### config.mk
export PLATFORM = sky130hd
export DESIGN_NAME = mem_lsu
export DESIGN_NICKNAME = d
export VERILOG_FILES = /design/src/rtl/mem_lsu.sv
export SDC_FILE = /design/constraint.sdc
export NUM_CORES = 1
export LEC_CHECK = 0
export CAP_MARGIN = 5
export CORE_MARGIN = 4
export CORE_UTILIZATION = 39
export CTS_BUF_LIST = sky130_fd_sc_hd__clkbuf_2 sky130_fd_sc_hd__clkbuf_4 sky130_fd_sc_hd__clkbuf_8
export CTS_CLUSTER_SIZE = 16
export DETAILED_ROUTE_END_ITERATION = 10
export PLACE_DENSITY = 0.79
export SLEW_MARGIN = 20
export SYNTH_ARGS = -nofsm -noshare
export SYNTH_HDL_FRONTEND = slang
export SYNTH_SLANG_ARGS = --single-unit
### constraint.sdc
create_clock -name clk_i -period 1.9 [get_ports clk_i]
set_input_delay 0.38 -clock clk_i [delete_from_list [all_inputs] [get_ports clk_i]]
set_output_delay 0.38 -clock clk_i [all_outputs]
set_load 0.01 [all_outputs]
### src/rtl/mem_lsu.sv
// Load/store unit: one request at a time, aligned 32-bit bus, one-cycle issue,
// response the cycle after issue; misaligned or illegal-size requests fault without touching the bus.
module mem_lsu (
  input  logic        clk_i,
  input  logic        rstn_i,
  input  logic        req_valid_i,
  output logic        req_ready_o,
  input  logic        req_we_i,
  input  logic [1:0]  req_size_i,
  input  logic        req_unsigned_i,
  input  logic [31:0] req_addr_i,
  input  logic [31:0] req_wdata_i,
  output logic        resp_valid_o,
  output logic [31:0] resp_rdata_o,
  output logic        resp_fault_o,
  output logic        enable_o,
  output logic [3:0]  wstrb_o,
  output logic [31:0] addr_o,
  output logic [31:0] wvalue_o,
  input  logic [31:0] rvalue_i
);
  localparam int NUM_LANES = 4;

  typedef enum logic [1:0] {IDLE, ISSUE, WAIT, FAULT} state_e;

  state_e      state_q, state_d;
  logic        enable_q, enable_d;
  logic [3:0]  wstrb_q, wstrb_d;
  logic [31:0] addr_q, addr_d;
  logic [31:0] wvalue_q, wvalue_d;
  logic        we_q, we_d;
  logic [1:0]  size_q, size_d;
  logic [1:0]  off_q, off_d;
  logic        uns_q, uns_d;

  logic        accept, misalign;
  logic [3:0]  strb_base;
  logic [NUM_LANES-1:0][7:0] wv_rep;
  logic [31:0] rsh;

  assign req_ready_o = (state_q == IDLE);
  assign accept      = req_valid_i && req_ready_o;
  assign misalign    = (req_size_i == 2'd3) ||
                       ((req_size_i == 2'd1) && req_addr_i[0]) ||
                       ((req_size_i == 2'd2) && (req_addr_i[1:0] != 2'd0));

  always_comb begin
    case (req_size_i)
      2'd0:    strb_base = 4'b0001;
      2'd1:    strb_base = 4'b0011;
      default: strb_base = 4'b1111;
    endcase
  end

  // Each bus lane picks the store byte that lands on it for the given size.
  for (genvar i = 0; i < NUM_LANES; i++) begin : g_lane
    always_comb begin
      case (req_size_i)
        2'd0:    wv_rep[i] = req_wdata_i[7:0];
        2'd1:    wv_rep[i] = req_wdata_i[8*(i%2) +: 8];
        default: wv_rep[i] = req_wdata_i[8*i +: 8];
      endcase
    end
  end

  always_comb begin
    state_d  = state_q;
    enable_d = 1'b0;
    wstrb_d  = 4'b0;
    addr_d   = 32'b0;
    wvalue_d = 32'b0;
    we_d     = we_q;
    size_d   = size_q;
    off_d    = off_q;
    uns_d    = uns_q;
    case (state_q)
      IDLE: begin
        if (accept) begin
          we_d   = req_we_i;
          size_d = req_size_i;
          off_d  = req_addr_i[1:0];
          uns_d  = req_unsigned_i;
          if (misalign) begin
            state_d = FAULT;
          end else begin
            state_d  = ISSUE;
            enable_d = 1'b1;
            addr_d   = {req_addr_i[31:2], 2'b00};
            wstrb_d  = req_we_i ? (strb_base << req_addr_i[1:0]) : 4'b0;
            wvalue_d = wv_rep;
          end
        end
      end
      ISSUE:   state_d = WAIT;
      WAIT:    state_d = IDLE;
      default: state_d = IDLE;
    endcase
  end

  always_ff @(posedge clk_i or negedge rstn_i) begin
    if (!rstn_i) begin
      state_q  <= IDLE;
      enable_q <= 1'b0;
      wstrb_q  <= 4'b0;
      addr_q   <= 32'b0;
      wvalue_q <= 32'b0;
      we_q     <= 1'b0;
      size_q   <= 2'd0;
      off_q    <= 2'd0;
      uns_q    <= 1'b0;
    end else begin
      state_q  <= state_d;
      enable_q <= enable_d;
      wstrb_q  <= wstrb_d;
      addr_q   <= addr_d;
      wvalue_q <= wvalue_d;
      we_q     <= we_d;
      size_q   <= size_d;
      off_q    <= off_d;
      uns_q    <= uns_d;
    end
  end

  assign enable_o = enable_q;
  assign wstrb_o  = wstrb_q;
  assign addr_o   = addr_q;
  assign wvalue_o = wvalue_q;

  // Aligned words always have offset 0, so the shifted value serves all sizes.
  assign rsh = rvalue_i >> {off_q, 3'b000};

  always_comb begin
    resp_valid_o = (state_q == WAIT) || (state_q == FAULT);
    resp_fault_o = (state_q == FAULT);
    resp_rdata_o = 32'b0;
    if ((state_q == WAIT) && !we_q) begin
      case (size_q)
        2'd0:    resp_rdata_o = {{24{rsh[7]  & ~uns_q}}, rsh[7:0]};
        2'd1:    resp_rdata_o = {{16{rsh[15] & ~uns_q}}, rsh[15:0]};
        default: resp_rdata_o = rsh;
      endcase
    end
  end
endmodule

# ---- Yosys cells after proc, flatten, opt, wreduce, memory -nomap -nowiden
# Index checks and enable logic that the tools add are counted.
dict set report op_classes {
  n_reduce_logical 14
  muxes 22
  bitwise_logic 3
  n_eq_ne 8
  shifts 2
}
# cell n
set ops {}
lappend ops {{$mux 32} 7}
lappend ops {{$pmux 32 s2} 1}
lappend ops {{$shr 32x5->32} 1}
lappend ops {{$mux 4} 4}
lappend ops {{$mux 8} 2}
lappend ops {{$pmux 8 s2} 1}
lappend ops {{$eq 2x2->1 const B} 4}
lappend ops {{$pmux 4 s2} 1}
lappend ops {{$eq 2x1->1 const B} 3}
lappend ops {{$logic_not 2->1} 3}
lappend ops {{$logic_and 1x1->1} 4}
lappend ops {{$mux 2} 2}
lappend ops {{$pmux 2 s2} 1}
lappend ops {{$shl 4x2->4} 1}
lappend ops {{$logic_or 1x1->1} 3}
lappend ops {{$mux 1} 3}
lappend ops {{$and 1x1->1} 2}
lappend ops {{$ne 2x1->1 const B} 1}
lappend ops {{$reduce_and 2->1} 1}
lappend ops {{$reduce_bool 2->1} 1}
lappend ops {{$reduce_or 2->1} 1}
lappend ops {{$logic_not 1->1} 1}
lappend ops {{$not 1->1} 1}
dict set report word_totals {
  ff_bits 77
  inputBits 103
  output_inout_bits 104
}

# ---- Logic depth before layout (Yosys ltp)
dict set report logic_depth {
  depth_word 7
  ltp_mapped 6
}

# ---- Worst setup path after synthesis
# Ideal clock, no wire load.
dict set report synth_path {
  kind {reg2out}
  from {register off_q[1]}
  to {output resp_rdata_o[5]}
  arrival_time_ps 1453
  path_slack_ps 67
  required_ps 1520
  path_buffers 2
  stages_incl_launch_ff 6
  path_cell_list {dfrtp_1 -> buf_2 -> inv_1 -> clkbuf_1 -> nor2_1 -> a211oi_1}
}
dict set report synth_via {
  elab_chain_len 3
}
# item line
set synth_rtl {}
lappend synth_rtl {{from (decl)} 33} ;# logic [1:0] off_q, off_d;
lappend synth_rtl {{from (signal assigned)} 109} ;# off_q <= 2'd0;
lappend synth_rtl {{from (signal assigned)} 119} ;# off_q <= off_d;
lappend synth_rtl {{$shr 32x5->32} 130} ;# assign rsh = rvalue_i >> {off_q, 3'b000};
lappend synth_rtl {{$pmux 32 s2} 137} ;# case (size_q)
lappend synth_rtl {{$mux 32} 136} ;# if ((state_q == WAIT) && !we_q) begin
lappend synth_rtl {{to (decl)} 14} ;# output logic [31:0] resp_rdata_o,
# Every way passes these cells.

# ---- Worst setup path in the final report
dict set report layout_path {
  from {register off_q[1]}
  to {output resp_rdata_o[11]}
}
dict set report layout_via {
  elab_chain_len 4
}
# item line
set layout_rtl {}
lappend layout_rtl {{$shr 32x5->32 *} 130}
lappend layout_rtl {{$and 1x1->1} 138} ;# 2'd0: resp_rdata_o = {{24{rsh[7] & ~uns_q}}, rsh[7:0]};
lappend layout_rtl {{$pmux 32 s2 *} 137}
lappend layout_rtl {{$mux 32 *} 136}
# Every way passes the cells marked *; elsewhere a longest branch is shown, timed or not.

==> impl_metrics.json <==
{
  "io_buffers": 204,
  "period_share_pct": 120.0,
  "leakage_nw": 2.948,
  "remaining_drc_errors": 0,
  "slowest_stage": "mux4_2",
  "skew_ns": 0.009410,
  "clkSlewWorstSetupHoldPaths_ns": 0.07,
  "synth_warnings": 0,
  "synthCells": 355,
  "die-area_um2": 11940,
  "cts_tree": "yes",
  "numCtsBuffers": 9,
  "r2r-start": "state_q[1]",
  "antenna_found_initial": 0,
  "wl_per_cell_um": 19.13,
  "synthTopCellsByArea": "dfrtp_1 47%, mux2i_1 7.8%, nor3b_1 6.0%, mux2_2 4.8%, nor3_1 3.4%",
  "drive_gt1_share_pct": 30.33,
  "synth_edf_count": 0,
  "crit_start": "off_q[1]",
  "syn_avg_cell_area_um2": 11.27,
  "stdcell_count": 743,
  "first_pass_iters": 5,
  "use_met3_pct": 9.513,
  "grtUsageTotal_pct": 22.89,
  "path_cells": "buf_6 -> mux4_2 -> a21boi_2 -> buf_6 -> nor3_1 -> buf_2",
  "num_io_pins": 207,
  "max-vdd-ir-drop_mv": 0.5347,
  "fin_crit_ns": 2.279,
  "grt_pass1_wl_mm": 20.67,
  "drt_iter0_drc": 216,
  "htreeDepth": 3,
  "clk_path_buf_depth": 2,
  "cpMostUsedCell": "buf_6",
  "hp-class": "primary input to async pin",
  "top_usage_layer": "met2",
  "vias": 3895,
  "dpl_worst_slack_ns": -0.6793,
  "root_buffer": "clkbuf_8",
  "p_total_mw": 5.649,
  "final-hold-violation-count": 0,
  "rsz0062_at_grt": "yes",
  "mostFrequentLayoutCells": "168 x clkdlybuf4s50_1, 73 x dfrtp_1, 47 x buf_4, 32 x nor3b_1, 32 x buf_2",
  "nNetsFinal": 709,
  "cp_num_buf_inv": 3,
  "critPathArrivalTime_ns": 1.90,
  "grt_pass1_vias": 4012,
  "maxCapViolations": 0,
  "gr-total-overflow": 0,
  "synthArstFlopShare_pct": 100.0,
  "grt_max_degree": 38,
  "drv_slew": 0,
  "row_count": 36,
  "critPathTopFamily": "multiplexers",
  "diodes": 0,
  "max_freq_ghz": 0.4387,
  "die_w_um": 109.3,
  "area_growth_syn_to_layout_pct": 71.42,
  "use_met1_pct": 24.49,
  "routed_wl_mm": 14.21,
  "synth_ff_type": "dfrtp_1",
  "yosys.area.top_type": "dfrtp_1",
  "status": "complete, but fails checks",
  "groute.layer.met2.usage_pct": 39.12,
  "required_ns": 1.52,
  "core_area_um2": 9864,
  "layout_commonest_cell": "clkdlybuf4s50_1",
  "crit_fanout": 8,
  "dp_cells": 714,
  "ys_seq_elements": 75,
  "place.detailed.hpwl_mm": 10.56,
  "avgViaCountPerCell": 5.242,
  "start_kind": "flop",
  "max_stage_delay_ns": 0.51,
  "dieHeight_um": 109.3,
  "ys_seq_area_share_pct": 46.90,
  "critPathKind": "flop to output pin",
  "violations": "negative setup slack",
  "setup_ws_ns": -0.3794,
  "cts_sinks": 75,
  "initial_utilization_pct": 40.56,
  "insertion_delay_ns": 0.35,
  "antenna_left": 0,
  "yosysTopAreaCellShare_pct": 46.90,
  "gp_congestion": 0.8721,
  "netlist_area_um2": 4001,
  "powerDensity_nw_per_um2": 823.6,
  "cp-end-kind": "output pin",
  "fin_util_pct": 69.53,
  "synthDistinctLibCells": 42,
  "finalSetupViolCount": 32
}
==> synthesized netlist by cell type (all sizes together), types with 8 or more instances <==
cell and n:
dfrtp 75, nor3b 42, buf 33, mux2i 31, nor3 27, nor2 22, mux2 17, nand3 15
o211ai 15, nand2 10, o21ai 9, a2111oi 8, a211oi 8, a221oi 8
==> final cells by class <==
type	count	area (um2)
clock buffers	12	152.6
clock inverters	3	15.01
fillers	760	3005
inverters	8	42.54
multi-input cells	235	1979
flip-flops and latches	75	1879
well taps	133	166.4
repair buffers	276	2615
repair inverters	1	8.758
==> where the power goes <==
| group | total, mW | internal [mW] | switching, mW |
|---|---|---|---|
| logic | 2.76 | 1.41 | 1.35 |
| registers | 1.82 | 1.73 | 0.0883 |
| clock network | 1.08 | 0.525 | 0.550 |
==> per-stage QoR <==
step           area, um2  setup TNS (ns)  hold slack (ns)
3_5_place_dp        6549          -18.98           0.3740
6_report            6859          -10.13           0.5349
5_1_grt             6859          -12.77           0.5642
2_1_floorplan       4005               0          0.08441
4_1_cts             6738          -10.54           0.5294
3_3_place_gp        6549          -17.72           0.3646
==> worst register-to-register path: stages, from the launching register on <==
cell,delay (ns)
dfrtp_1,0.39
buf_4,0.14
buf_4,0.14
or3b_4,0.46
buf_12,0.19
a2111oi_2,0.32
==> timing repair <==
action | CTS | global route
endpoints found under the setup margin | 34 | 32
cloned | 2 | 2
hold buffers | 1 | 0
gates resized for setup | 154 | 32
pin swaps | 12 | 21
hold endpoints to repair | 35 | 0
setup buffers | 9 | 3
==> path summary, 6_finish.rpt <==
kind	endpoint	slack [ns]	cells past startpoint
worst min register to register	size_q[0]	0.59	2
worst min-delay path	addr_o[5]	0.53	2
worst max-delay path	resp_rdata_o[11]	-0.38	6
worst max register to register	wvalue_o[27]	0.14	5
min in group clk_i	addr_o[11]	0.58	2
max in group asynchronous	off_q[0]	0.78	3
==> kinds of logic after synthesis <==
group	synth area share [%]
xor+xnor	0.4379
other cells	0.09372
compound gates	13.07
buf+inv	6.692
simple gates	19.70
flops	46.90
mux	13.10
==> state kept, by name (all words and copies together), names as in the netlist <==
name	cells
enable_o	1
wvalue_o	32
wstrb_o	4
uns_q	1
size_q	2
off_q	2
we_q	1
state_q	2
addr_o	30
==> per-layer routing <==
layer / wire, um / up-vias
li1: - / 1796
met3: 1676 / 43
met4: 412 / 0
met5: 0 / -
met1: 5145 / 1825
met2: 6978 / 231
(Power assumes the default switching activity.)
